## src/rtl/mdu_pkg.sv

```systemverilog
// mdu_pkg: shared encodings for the iterative multiply/divide unit.
//   - op encodings driven on mdu_seq.op
//   - FSM state type
//   - LO/HI write-enable codes
package mdu_pkg;

    localparam logic [1:0] OP_MULT  = 2'b00;
    localparam logic [1:0] OP_MULTU = 2'b01;
    localparam logic [1:0] OP_DIV   = 2'b10;
    localparam logic [1:0] OP_DIVU  = 2'b11;

    typedef enum logic [1:0] {
        IDLE,
        CALC,
        SIGN,
        DONE
    } state_t;

    localparam logic [1:0] WEN_NONE = 2'b00;
    localparam logic [1:0] WEN_BOTH = 2'b11;

endpackage

```

## src/rtl/mdu_sign_fix.sv

```systemverilog
// mdu_sign_fix: combinational conditional two's-complement negation.
//   i_val  in   W  value
//   i_neg  in   1  negate when high
//   o_val  out  W  i_neg ? -i_val : i_val
module mdu_sign_fix #(
    parameter int W = 32
) (
    input  logic [W-1:0] i_val,
    input  logic         i_neg,
    output logic [W-1:0] o_val
);

    assign o_val = i_neg ? (~i_val + W'(1)) : i_val;

endmodule

```

## src/rtl/mdu_seq.sv

```systemverilog
// mdu_seq: iterative MULT/MULTU/DIV/DIVU unit, writer of the LO/HI pair.
//   clk    in   1  rising-edge clock
//   rst    in   1  synchronous active-high reset
//   start  in   1  launch request, honoured in IDLE only
//   op     in   2  00 MULT, 01 MULTU, 10 DIV, 11 DIVU
//   a      in   W  dividend / multiplicand
//   b      in   W  divisor / multiplier
//   busy   out  1  unit occupied (CALC, SIGN, DONE)
//   done   out  1  one-cycle completion pulse
//   wen    out  2  LO/HI write enable, 11 in DONE
//   wLO    out  W  product low word / quotient
//   wHI    out  W  product high word / remainder
module mdu_seq
    import mdu_pkg::*;
#(
    parameter int W     = 32,
    parameter int ITERS = W
) (
    input  logic         clk,
    input  logic         rst,
    input  logic         start,
    input  logic [1:0]   op,
    input  logic [W-1:0] a,
    input  logic [W-1:0] b,
    output logic         busy,
    output logic         done,
    output logic [1:0]   wen,
    output logic [W-1:0] wLO,
    output logic [W-1:0] wHI
);

    localparam logic [5:0] LAST = 6'(ITERS - 1);

    state_t         r_state, w_next;
    logic [5:0]     r_cnt;
    logic [2*W-1:0] r_acc;
    logic [W-1:0]   r_bm;
    logic [1:0]     r_op;
    logic           r_sa, r_sb;
    logic [W-1:0]   r_wlo, r_whi;

    logic           w_sgn_in, w_div0;
    logic [W-1:0]   w_amag, w_bmag;
    logic [W:0]     w_mul_sum, w_rem, w_diff;
    logic [2*W-1:0] w_mul_step, w_div_step;
    logic [W-1:0]   w_lo, w_hi, w_hi_in, w_lo_fix, w_hi_fix;
    logic           w_is_mul, w_neg_q;

    assign w_sgn_in = ~op[0];
    assign w_div0   = op[1] && (b == '0);

    mdu_sign_fix #(.W(W)) u_amag (.i_val(a), .i_neg(w_sgn_in & a[W-1]), .o_val(w_amag));
    mdu_sign_fix #(.W(W)) u_bmag (.i_val(b), .i_neg(w_sgn_in & b[W-1]), .o_val(w_bmag));

    // Multiply step: add multiplicand into the high half on LSB, then shift right
    // with the carry entering at the top.
    assign w_mul_sum  = {1'b0, r_acc[2*W-1:W]} + {1'b0, r_bm};
    assign w_mul_step = r_acc[0] ? {w_mul_sum, r_acc[W-1:1]} : {1'b0, r_acc[2*W-1:1]};

    // Restoring divide step on the shifted remainder; borrow means restore.
    assign w_rem      = {r_acc[2*W-1:W], r_acc[W-1]};
    assign w_diff     = w_rem - {1'b0, r_bm};
    assign w_div_step = w_diff[W] ? {w_rem[W-1:0], r_acc[W-2:0], 1'b0}
                                  : {w_diff[W-1:0], r_acc[W-2:0], 1'b1};

    // 2W-bit negation built from two W-bit negators: -{HI,LO} has LO' = -LO and
    // HI' = ~HI + (LO==0); ~HI equals -(HI+1), so HI+1 feeds the HI negator.
    assign w_lo     = r_acc[W-1:0];
    assign w_hi     = r_acc[2*W-1:W];
    assign w_is_mul = ~r_op[1];
    assign w_neg_q  = r_sa ^ r_sb;
    assign w_hi_in  = (w_is_mul && w_neg_q && (w_lo != '0)) ? (w_hi + W'(1)) : w_hi;

    mdu_sign_fix #(.W(W)) u_lofix (.i_val(w_lo), .i_neg(w_neg_q), .o_val(w_lo_fix));
    mdu_sign_fix #(.W(W)) u_hifix (.i_val(w_hi_in), .i_neg(w_is_mul ? w_neg_q : r_sa), .o_val(w_hi_fix));

    always_ff @(posedge clk) begin
        if (rst) r_state <= IDLE;
        else     r_state <= w_next;
    end

    always_comb begin
        w_next = r_state;
        case (r_state)
            IDLE:    if (start) w_next = w_div0 ? DONE : CALC;
            CALC:    if (r_cnt == LAST) w_next = SIGN;
            SIGN:    w_next = DONE;
            DONE:    w_next = IDLE;
            default: w_next = IDLE;
        endcase
    end

    always_ff @(posedge clk) begin
        if (rst) begin
            r_cnt <= '0;
            r_acc <= '0;
            r_bm  <= '0;
            r_op  <= '0;
            r_sa  <= 1'b0;
            r_sb  <= 1'b0;
            r_wlo <= '0;
            r_whi <= '0;
        end else begin
            case (r_state)
                IDLE: begin
                    if (start) begin
                        r_op  <= op;
                        r_sa  <= w_sgn_in & a[W-1];
                        r_sb  <= w_sgn_in & b[W-1];
                        r_cnt <= '0;
                        if (op[1]) begin
                            r_acc <= {{W{1'b0}}, w_amag};
                            r_bm  <= w_bmag;
                        end else begin
                            r_acc <= {{W{1'b0}}, w_bmag};
                            r_bm  <= w_amag;
                        end
                        if (w_div0) begin
                            r_wlo <= '1;
                            r_whi <= a;
                        end
                    end
                end
                CALC: begin
                    r_acc <= r_op[1] ? w_div_step : w_mul_step;
                    r_cnt <= r_cnt + 6'd1;
                end
                SIGN: begin
                    r_wlo <= w_lo_fix;
                    r_whi <= w_hi_fix;
                end
                default: ;
            endcase
        end
    end

    assign busy = (r_state != IDLE);
    assign done = (r_state == DONE);
    assign wen  = done ? WEN_BOTH : WEN_NONE;
    assign wLO  = r_wlo;
    assign wHI  = r_whi;

endmodule

```

## config.mk

```make
export PLATFORM = sky130hd
export DESIGN_NAME = mdu_seq
export DESIGN_NICKNAME = d
export VERILOG_FILES = /design/src/rtl/mdu_pkg.sv /design/src/rtl/mdu_sign_fix.sv /design/src/rtl/mdu_seq.sv
export SDC_FILE = /design/constraint.sdc
export NUM_CORES = 1
export LEC_CHECK = 0
export ABC_AREA = 1
export CORE_UTILIZATION = 50
export CTS_BUF_LIST = sky130_fd_sc_hd__clkbuf_16
export CTS_CLUSTER_SIZE = 20
export DETAILED_ROUTE_END_ITERATION = 12
export PLACE_DENSITY_LB_ADDON = 0.08
export SYNTH_ARGS = -nofsm -noshare
export SYNTH_HDL_FRONTEND = slang
export SYNTH_HIERARCHICAL = 1
export SYNTH_SLANG_ARGS = --single-unit
export TNS_END_PERCENT = 30
```

## constraint.sdc

```tcl
create_clock -name clk -period 3.5 [get_ports clk]
set_clock_uncertainty 0.2 [all_clocks]
set_input_delay 0.7 -clock clk [delete_from_list [all_inputs] [get_ports clk]]
set_output_delay 0.7 -clock clk [all_outputs]
set_load 0.02 [all_outputs]
```

# == Word level (Yosys, flattened, before mapping) ==
# Cells that the tools add are included.
# totals
word_cells,72
mem_bits_ro,0
output_inout_bits,68
mem_count,0
reg_bits,172
latch_bits,0
ram_bits,0
# op_classes
mul,0
magnitude_cmp,0
n_mux,26
n_addsub,8
bitwise_logic,9
n_shift,0
eq_ne,7
reduce_logical,13
div,0
# ops
cell,n
32-bit 2-to-1 mux,11
64-bit 2-to-1 mux,4
32-bit by 1-bit adder with 32-bit output (second input constant),5
32-bit NOT,4
32-bit case mux with 2 select lines,2
64-bit case mux with 2 select lines,1
32-bit by 32-bit adder with 33-bit output,1
33-bit by 32-bit subtractor with 33-bit output,1
32-bit logical NOT,1
32-bit nonzero test,1
6-bit case mux with 2 select lines,1
2-bit 2-to-1 mux,4
2-bit case mux with 4 select lines,1
6-bit by 1-bit adder with 6-bit output (second input constant),1
6-bit by 5-bit equality test with 1-bit output (second input constant),1
6-bit 2-to-1 mux,1
2-bit != test (second input constant),3
2-bit AND reduction,3
2-bit nonzero test,3
2-bit equality test (second input constant),2
1-bit logical AND,3
3-bit AND reduction,1
1-bit AND,2
2-bit by 1-bit equality test with 1-bit output (second input constant),1
other kinds (4),5

# == Depth between registers and ports, before layout ==
# depth
word_depth,8
depth_mapped,21

# == Modules after synthesis ==
# Netlist, hierarchy kept.
# modules_own_cells
module,area_per_inst_um2,cells_per_inst,seq_area_each_um2,instances
mdu_seq,14790.4,2572,3423.3,1
mdu_sign_fix,1108.6,227,0.0,4

# == Worst setup path before layout ==
# OpenSTA, ideal clock, no wires.
# synth_timing
kind,register to register
startpoint,reg r_acc[4]
endpoint,"reg r_whi[12], in the netlist wHI[12]"
arrival_ps,2392
slack_ps,834
stages_incl_launch_ff,16
setup_ps,74
cell_sequence,dfxtp_1 nor4_1 nand3_1 o21ai_1 inv_1 clkbuf_1 o21ai_0 inv_1 ha_1 nand2_2 nor2_4 nor2_4 nor2_4 xnor2_1 nand2_1 a31oi_1
# synth_between
elab_chain_cells,7
# synth_rtl
item,line_no,rtl
start: declaration,mdu_seq.sv:36,logic [2*W-1:0] r_acc;
start signal: assignment,mdu_seq.sv:112,"r_acc <= {{W{1'b0}}, w_amag};"
start signal: assignment,mdu_seq.sv:115,"r_acc <= {{W{1'b0}}, w_bmag};"
start signal: assignment,mdu_seq.sv:125,r_acc <= r_op[1] ? w_div_step : w_mul_step;
32-bit nonzero test,mdu_seq.sv:72,assign w_hi_in = (w_is_mul && w_neg_q && (w_lo != '0)) ? (w_hi + W'(1)) : w_hi;
1-bit logical AND,mdu_seq.sv:72,
32-bit 2-to-1 mux,mdu_seq.sv:72,
named net w_hi_in[1],mdu_seq.sv:46,"logic [W-1:0] w_lo, w_hi, w_hi_in, w_lo_fix, w_hi_fix;"
32-bit NOT,mdu_sign_fix.sv:13,assign o_val = i_neg ? (~i_val + W'(1)) : i_val;
32-bit by 1-bit adder with 32-bit output,mdu_sign_fix.sv:13,
32-bit 2-to-1 mux,mdu_sign_fix.sv:13,
named net w_hi_fix[12],mdu_seq.sv:46,
32-bit case mux with 2 select lines,mdu_seq.sv:104,case (r_state)
end signal: assignment,mdu_seq.sv:130,r_whi <= w_hi_fix;
end: declaration,mdu_seq.sv:40,"logic [W-1:0] r_wlo, r_whi;"
# The timed path passes the listed nets, and every way through them passes these cells.
# A chain may end at the register's enable or synchronous reset.

# == Final worst setup path ==
# layout_timing
startpoint,reg r_acc[39]
endpoint,"reg r_whi[15], in the netlist wHI[15]"
# layout_between
elab_chain_cells,6
# layout_rtl
item,line_no
32-bit by 1-bit adder with 32-bit output,mdu_seq.sv:72
32-bit 2-to-1 mux,mdu_seq.sv:72
named net w_hi_in[14],mdu_seq.sv:46
32-bit NOT,mdu_sign_fix.sv:13
32-bit by 1-bit adder with 32-bit output,mdu_sign_fix.sv:13
32-bit 2-to-1 mux,mdu_sign_fix.sv:13
named net w_hi_fix[15],mdu_seq.sv:46
32-bit case mux with 2 select lines,mdu_seq.sv:104
# The timed path passes the listed nets, and every way through them passes these cells.

==> metrics.sh <==
STATUS='finished, final reports clean'
CTS-HTREE-LEVELS=4
SYNTH.LIB_CELLS_USED.DISTINCT=46
CP_TOP_FAMILY='simple AND/OR/NAND/NOR gates'
PERIOD_NEEDED_NS=3.30
GRT_OVERFLOW=0
P_COMB_FRAC=0.684
FINALWIRELENGTH_MICRONS=75200
FINISH.INSTANCE_AREA_SQ_UM=22000
HOLD_PATH.CLASS='register to register'
TIMING_HOLD_VIOLATIONS_FINAL=0
TIMING.CRITICAL_PATH.CELLS='nand2_1 -> nor2_1 -> nand2_1 -> nor2_1 -> xor2_1 -> o21ai_0 -> nor2_1 -> nand2_1 -> nor2_2 -> nand2_2 -> nand2_4 -> xnor2_1 -> nand2_1 -> a31oi_1'
FINISH.NET_COUNT=3739
TIMING.REG2REG.WORST_PATH_DEPTH=14
MAX_SLEW.WORST_PIN.SLEW_NS=1.16
GRT_MAX_DEGREE=101
OVERALL_ROUTING_RESOURCE_USAGE=0.383
INITIAL_ANTENNA_VIOLATION_COUNT=2
TIMING.MAX_CAP.VIOLATIONS=0
FIN_CRIT_SH=0.942
VIAS_PER_CELL=5.54
POWER_DISSIPATED_BY_SWITCHING_NET_LOADS_W=0.00853
REGAREA_SQ_UM=3430
LEAKAGEPOWER_nW=10.6
SEQ_AREA_FRAC_SYNTH=0.178
P_CLK_FRAC=0.126
PLACEMENTROWS=71
FINAL.FILL_COUNT=3959
CTS_TREE='yes'
CP_MOST_FREQUENT_CELL='sky130_fd_sc_hd__nand2_1'
DR.FIRST_ITER.DRC_COUNT=1906
IO-PIN-COUNT=137
FINAL_COUNT_OF_NEGATIVE_SETUP_SLACK_ENDPOINTS=0
WORST-R2R-SETUP-SLACK_NS=0.20
WIRE_LENGTH_OF_THE_FIRST_GLOBAL_ROUTING_PASS_MICRONS=116000
HOLD-WORST-SLACK_NS=0.268
CLKLATENCYLATEPIN_NS=0.47
DPL_WORST_SLACK_NS=0.142
FLOW.AREA_GROWTH_FROM_SYNTHESIS_PCT=14.6
DRIVE_ABOVE_1_SHARE=0.0768
RR_ENDPOINT='wHI[15]'
CLOCK_SINK_COUNT=171
WL_PER_CELL_MICRONS=18.3
STD_CELL_CORE_AREA_SQ_UM=37800
DR_TOTAL_VIAS=22800
INITIAL_UTILIZATION=0.509
SYNTHESIS.INSTANCES=3480
WORST_SETUP_PATH_STARTPOINT='r_acc[39]'
FMAX_MHz=303
CTS-HOLD-FIX-BUFFERS=0
CLK_PIN_SLEW_WORST_PATHS_NS=0.07
CRIT_PATH_MAX_INCR_DELAY_NS=0.62
FINAL-MAX-SLEW-VIOLATION-COUNT=0
SWSHARE=0.553
SYN_AREA_PER_CELL_SQ_UM=5.52
CHIPWIDTH_MICRONS=198
DOMINANTREGCELLSYNTH='sky130_fd_sc_hd__dfxtp_1'
DETAILED_PLACE.AREA_SQ_UM=21400
DRT_DRC_VIOLATIONS_LEFT=0
REQUIRED_NS=3.68
HP-START='wLO[7]'
TIMING.SLEW.HEADROOM=0.224
FIRST_GLOBAL_VIAS=21100
POSTLAYOUTCOREUTIL=0.584
FINAL_ANTENNA_NET_COUNT=0
CPMAXSTAGEDELAYCELL='sky130_fd_sc_hd__dfxtp_1'
PLACE.PORT_BUFFERS=136
NUMBER_OF_ANTENNA_DIODES=0
CRIT_PATH_START_KIND='register'
DRT_FIRST_PASS_ITERS=6
SETUP_REPAIR_AFTER_GLOBAL_ROUTING_MISSED_ITS_MARGIN='false'
CTS_INSERTED_BUFFERS=17
POSTSYNTH.ASYNCRESETSHARE=0
SYN_AREA_SQ_UM=19200
AREA_OF_COMBINATIONAL_CELLS_WITH_MULTIPLE_INPUTS_SQ_UM=13300
CRIT_BUF_INV=0
MIN_PATH_CELLS=2
YS_SEQ_ELEMENTS=171
CTSROOTBUFFERMASTER='sky130_fd_sc_hd__clkbuf_16'
GPL.FINAL_WEIGHTED_CONGESTION=1.02
INTPOWER_W=0.00690
SETUP_WS_NS=0.202
CP-END-KIND='register'
NUMBER_OF_ENABLE_TYPE_REGISTER_CELLS_IN_THE_SYNTHESIZED_NETLIST=0
HPWLAFTERDP_MICRONS=61000
FINALSETUPTNS_NS=0
START_OF_THE_WORST_REGISTER_TO_REGISTER_PATH='r_acc[39]'
WORST_ENDPOINT_DATA_ARRIVAL_TIME_NS=3.48
CRITICALPATHCATEGORY='register to register'
PART_OF_THE_POWER_IN_REGISTERS=0.189
CHIPHEIGHT_MICRONS=198
CLOCK_TREE.BUFFER_DEPTH=2
TOTAL_DIE_AREA_SQ_UM=39200
POWERDENSITY_nW_PER_UM2=700
CRITICAL_PATH.MAX_FANOUT=9
WORST_HOLD_PATH.ENDPOINT='wLO[7]'
SYN-NUM-NETS=3625
SYNTHESIS.YOSYS.WARNINGS=6
IRDROPWORSTVDD_V=0.000758
-- cells by family (layout without fill, tap and decap cells) --
kind of cell	Yosys count	after routing	share of synthesized area
AOI/OAI and AO/OA	630	630	0.175
xor gates and xnor gates	110	110	0.0501
adders and majority gates	76	76	0.0502
buffers and inverters	639	766	0.132
DFF	171	171	0.178
and+or+nand+nor	1854	1854	0.414
-- synthesized netlist by cell type, types with 3 or more instances --
library cell / instances / area share
sky130_fd_sc_hd__nor3_1: 32 / 0.0083
sky130_fd_sc_hd__nand2_2: 26 / 0.0085
sky130_fd_sc_hd__a31oi_1: 34 / 0.011
sky130_fd_sc_hd__nand2_4: 6 / 0.0035
sky130_fd_sc_hd__buf_4: 12 / 0.0047
sky130_fd_sc_hd__buf_6: 6 / 0.0035
sky130_fd_sc_hd__nand2_1: 1152 / 0.22
sky130_fd_sc_hd__xnor2_1: 57 / 0.026
sky130_fd_sc_hd__nor2_4: 30 / 0.018
sky130_fd_sc_hd__inv_6: 4 / 0.0018
sky130_fd_sc_hd__clkbuf_1: 95 / 0.019
sky130_fd_sc_hd__o211ai_1: 28 / 0.011
sky130_fd_sc_hd__o21ai_1: 18 / 0.0047
sky130_fd_sc_hd__nand3_1: 199 / 0.052
sky130_fd_sc_hd__inv_1: 478 / 0.093
sky130_fd_sc_hd__nor4_1: 14 / 0.0046
sky130_fd_sc_hd__and2_1: 7 / 0.0023
sky130_fd_sc_hd__nand4_1: 32 / 0.010
sky130_fd_sc_hd__o21ai_2: 9 / 0.0041
sky130_fd_sc_hd__buf_1: 7 / 0.0014
sky130_fd_sc_hd__o21ai_0: 206 / 0.054
sky130_fd_sc_hd__xor2_1: 53 / 0.024
sky130_fd_sc_hd__dfxtp_1: 171 / 0.18
sky130_fd_sc_hd__nor2_1: 293 / 0.057
sky130_fd_sc_hd__o21bai_1: 6 / 0.0023
sky130_fd_sc_hd__ha_1: 74 / 0.048
sky130_fd_sc_hd__a21oi_1: 312 / 0.081
sky130_fd_sc_hd__o221ai_1: 4 / 0.0018
sky130_fd_sc_hd__buf_2: 28 / 0.0073
sky130_fd_sc_hd__nor2_2: 35 / 0.011
sky130_fd_sc_hd__nor2_8: 4 / 0.0042
sky130_fd_sc_hd__inv_2: 7 / 0.0014
sky130_fd_sc_hd__o21a_1: 5 / 0.0020
sky130_fd_sc_hd__a21oi_2: 3 / 0.0014
sky130_fd_sc_hd__nand3b_1: 18 / 0.0070
-- registers in the layout, summed over array words and instances (netlist names), 2 cells and up --
register / count
r_cnt: 6
r_acc: 64
wHI: 32
r_state: 2
r_bm: 32
wLO: 32
-- worst max path at each step --
stage          depth (start not counted)  endpoint
5_1_grt                               15   wHI[23]
4_1_cts                               21   wHI[23]
6_report                              14   wHI[15]
3_3_place_gp                          11   wHI[31]
3_5_place_dp                          11   wHI[31]
2_1_floorplan                         15   wHI[12]
-- through the flow --
step	power, W	instances
after floorplan	0.0100	3480
after global placement	0.0131	4085
after detailed placement	0.0132	4085
after CTS	0.0152	4117
after global routing	0.0166	4118
final	0.0154	4118
-- power groups by stage --
stage          Sequential (W)  Combinational, W  Clock [W]
3_5_place_dp          0.00293            0.0103          0
4_1_cts               0.00289            0.0103    0.00196
3_3_place_gp          0.00292            0.0102          0
6_report              0.00292            0.0106    0.00195
5_1_grt               0.00296            0.0116    0.00203
2_1_floorplan         0.00307           0.00693          0
-- tightest hold or removal path, stage by stage (launching register included) --
cell and delay, ns:
sky130_fd_sc_hd__dfxtp_1 0.31, sky130_fd_sc_hd__nand2_1 0.06, sky130_fd_sc_hd__a21oi_1 0.05
-- layout by cell type, fill, tap and decap left out, types with 4 or more instances in the layout --
| cell type | count |
|---|---|
| sky130_fd_sc_hd__clkbuf_16 | 17 |
| sky130_fd_sc_hd__dfxtp_1 | 169 |
| sky130_fd_sc_hd__nor4_1 | 13 |
| sky130_fd_sc_hd__nand4_1 | 32 |
| sky130_fd_sc_hd__ha_1 | 74 |
| sky130_fd_sc_hd__buf_12 | 5 |
| sky130_fd_sc_hd__nand2_2 | 27 |
| sky130_fd_sc_hd__o21bai_1 | 5 |
| sky130_fd_sc_hd__xor2_1 | 53 |
| sky130_fd_sc_hd__inv_1 | 477 |
| sky130_fd_sc_hd__xnor2_1 | 57 |
| sky130_fd_sc_hd__inv_2 | 8 |
| sky130_fd_sc_hd__nor3_1 | 32 |
| sky130_fd_sc_hd__nor2_8 | 4 |
| sky130_fd_sc_hd__nand2_4 | 6 |
| sky130_fd_sc_hd__and2_1 | 7 |
| sky130_fd_sc_hd__inv_6 | 5 |
| sky130_fd_sc_hd__inv_8 | 5 |
| sky130_fd_sc_hd__o21a_1 | 5 |
| sky130_fd_sc_hd__a21oi_1 | 311 |
| sky130_fd_sc_hd__nor2_1 | 291 |
| sky130_fd_sc_hd__clkdlybuf4s50_1 | 134 |
| sky130_fd_sc_hd__o21ai_0 | 203 |
| sky130_fd_sc_hd__o211ai_1 | 28 |
| sky130_fd_sc_hd__buf_4 | 103 |
| sky130_fd_sc_hd__o221ai_1 | 4 |
| sky130_fd_sc_hd__a31oi_1 | 34 |
| sky130_fd_sc_hd__clkinv_1 | 4 |
| sky130_fd_sc_hd__a21oi_2 | 4 |
| sky130_fd_sc_hd__nand3_1 | 199 |
| sky130_fd_sc_hd__o21ai_1 | 19 |
| sky130_fd_sc_hd__nand2_1 | 1151 |
| sky130_fd_sc_hd__nor2_4 | 30 |
| sky130_fd_sc_hd__nor2_2 | 37 |
| sky130_fd_sc_hd__o21ai_2 | 8 |
| sky130_fd_sc_hd__nand3b_1 | 18 |
-- area by class of cell --
class                           instances  share of cell area
Inverter                              491              0.0845
Clock buffer                           17              0.0193
Multi-Input combinational cell       2670               0.604
Sequential cell                       171               0.155
Timing Repair Buffer                  243               0.101
Clock inverter                         15             0.00704
Tap cell                              511              0.0290
-- metal layers --
metal	part of all wire	up-vias	GRT usage	wire length (microns)
met4	0.055	4	0.195	4120
met5	0.00037	-	0	28
met2	0.45	1016	0.628	33900
met1	0.41	10300	0.479	30900
li1	-	11300	-	-
met3	0.083	216	0.0681	6250
-- repair_timing --
item                                    in CTS  in global routing
resized for setup                            0                  8
endpoints found under the hold margin        0                  0
endpoints found under the setup margin       0                 23
buffers inserted                             0                  1
No activity file was read; power rests on OpenSTA's default activity.
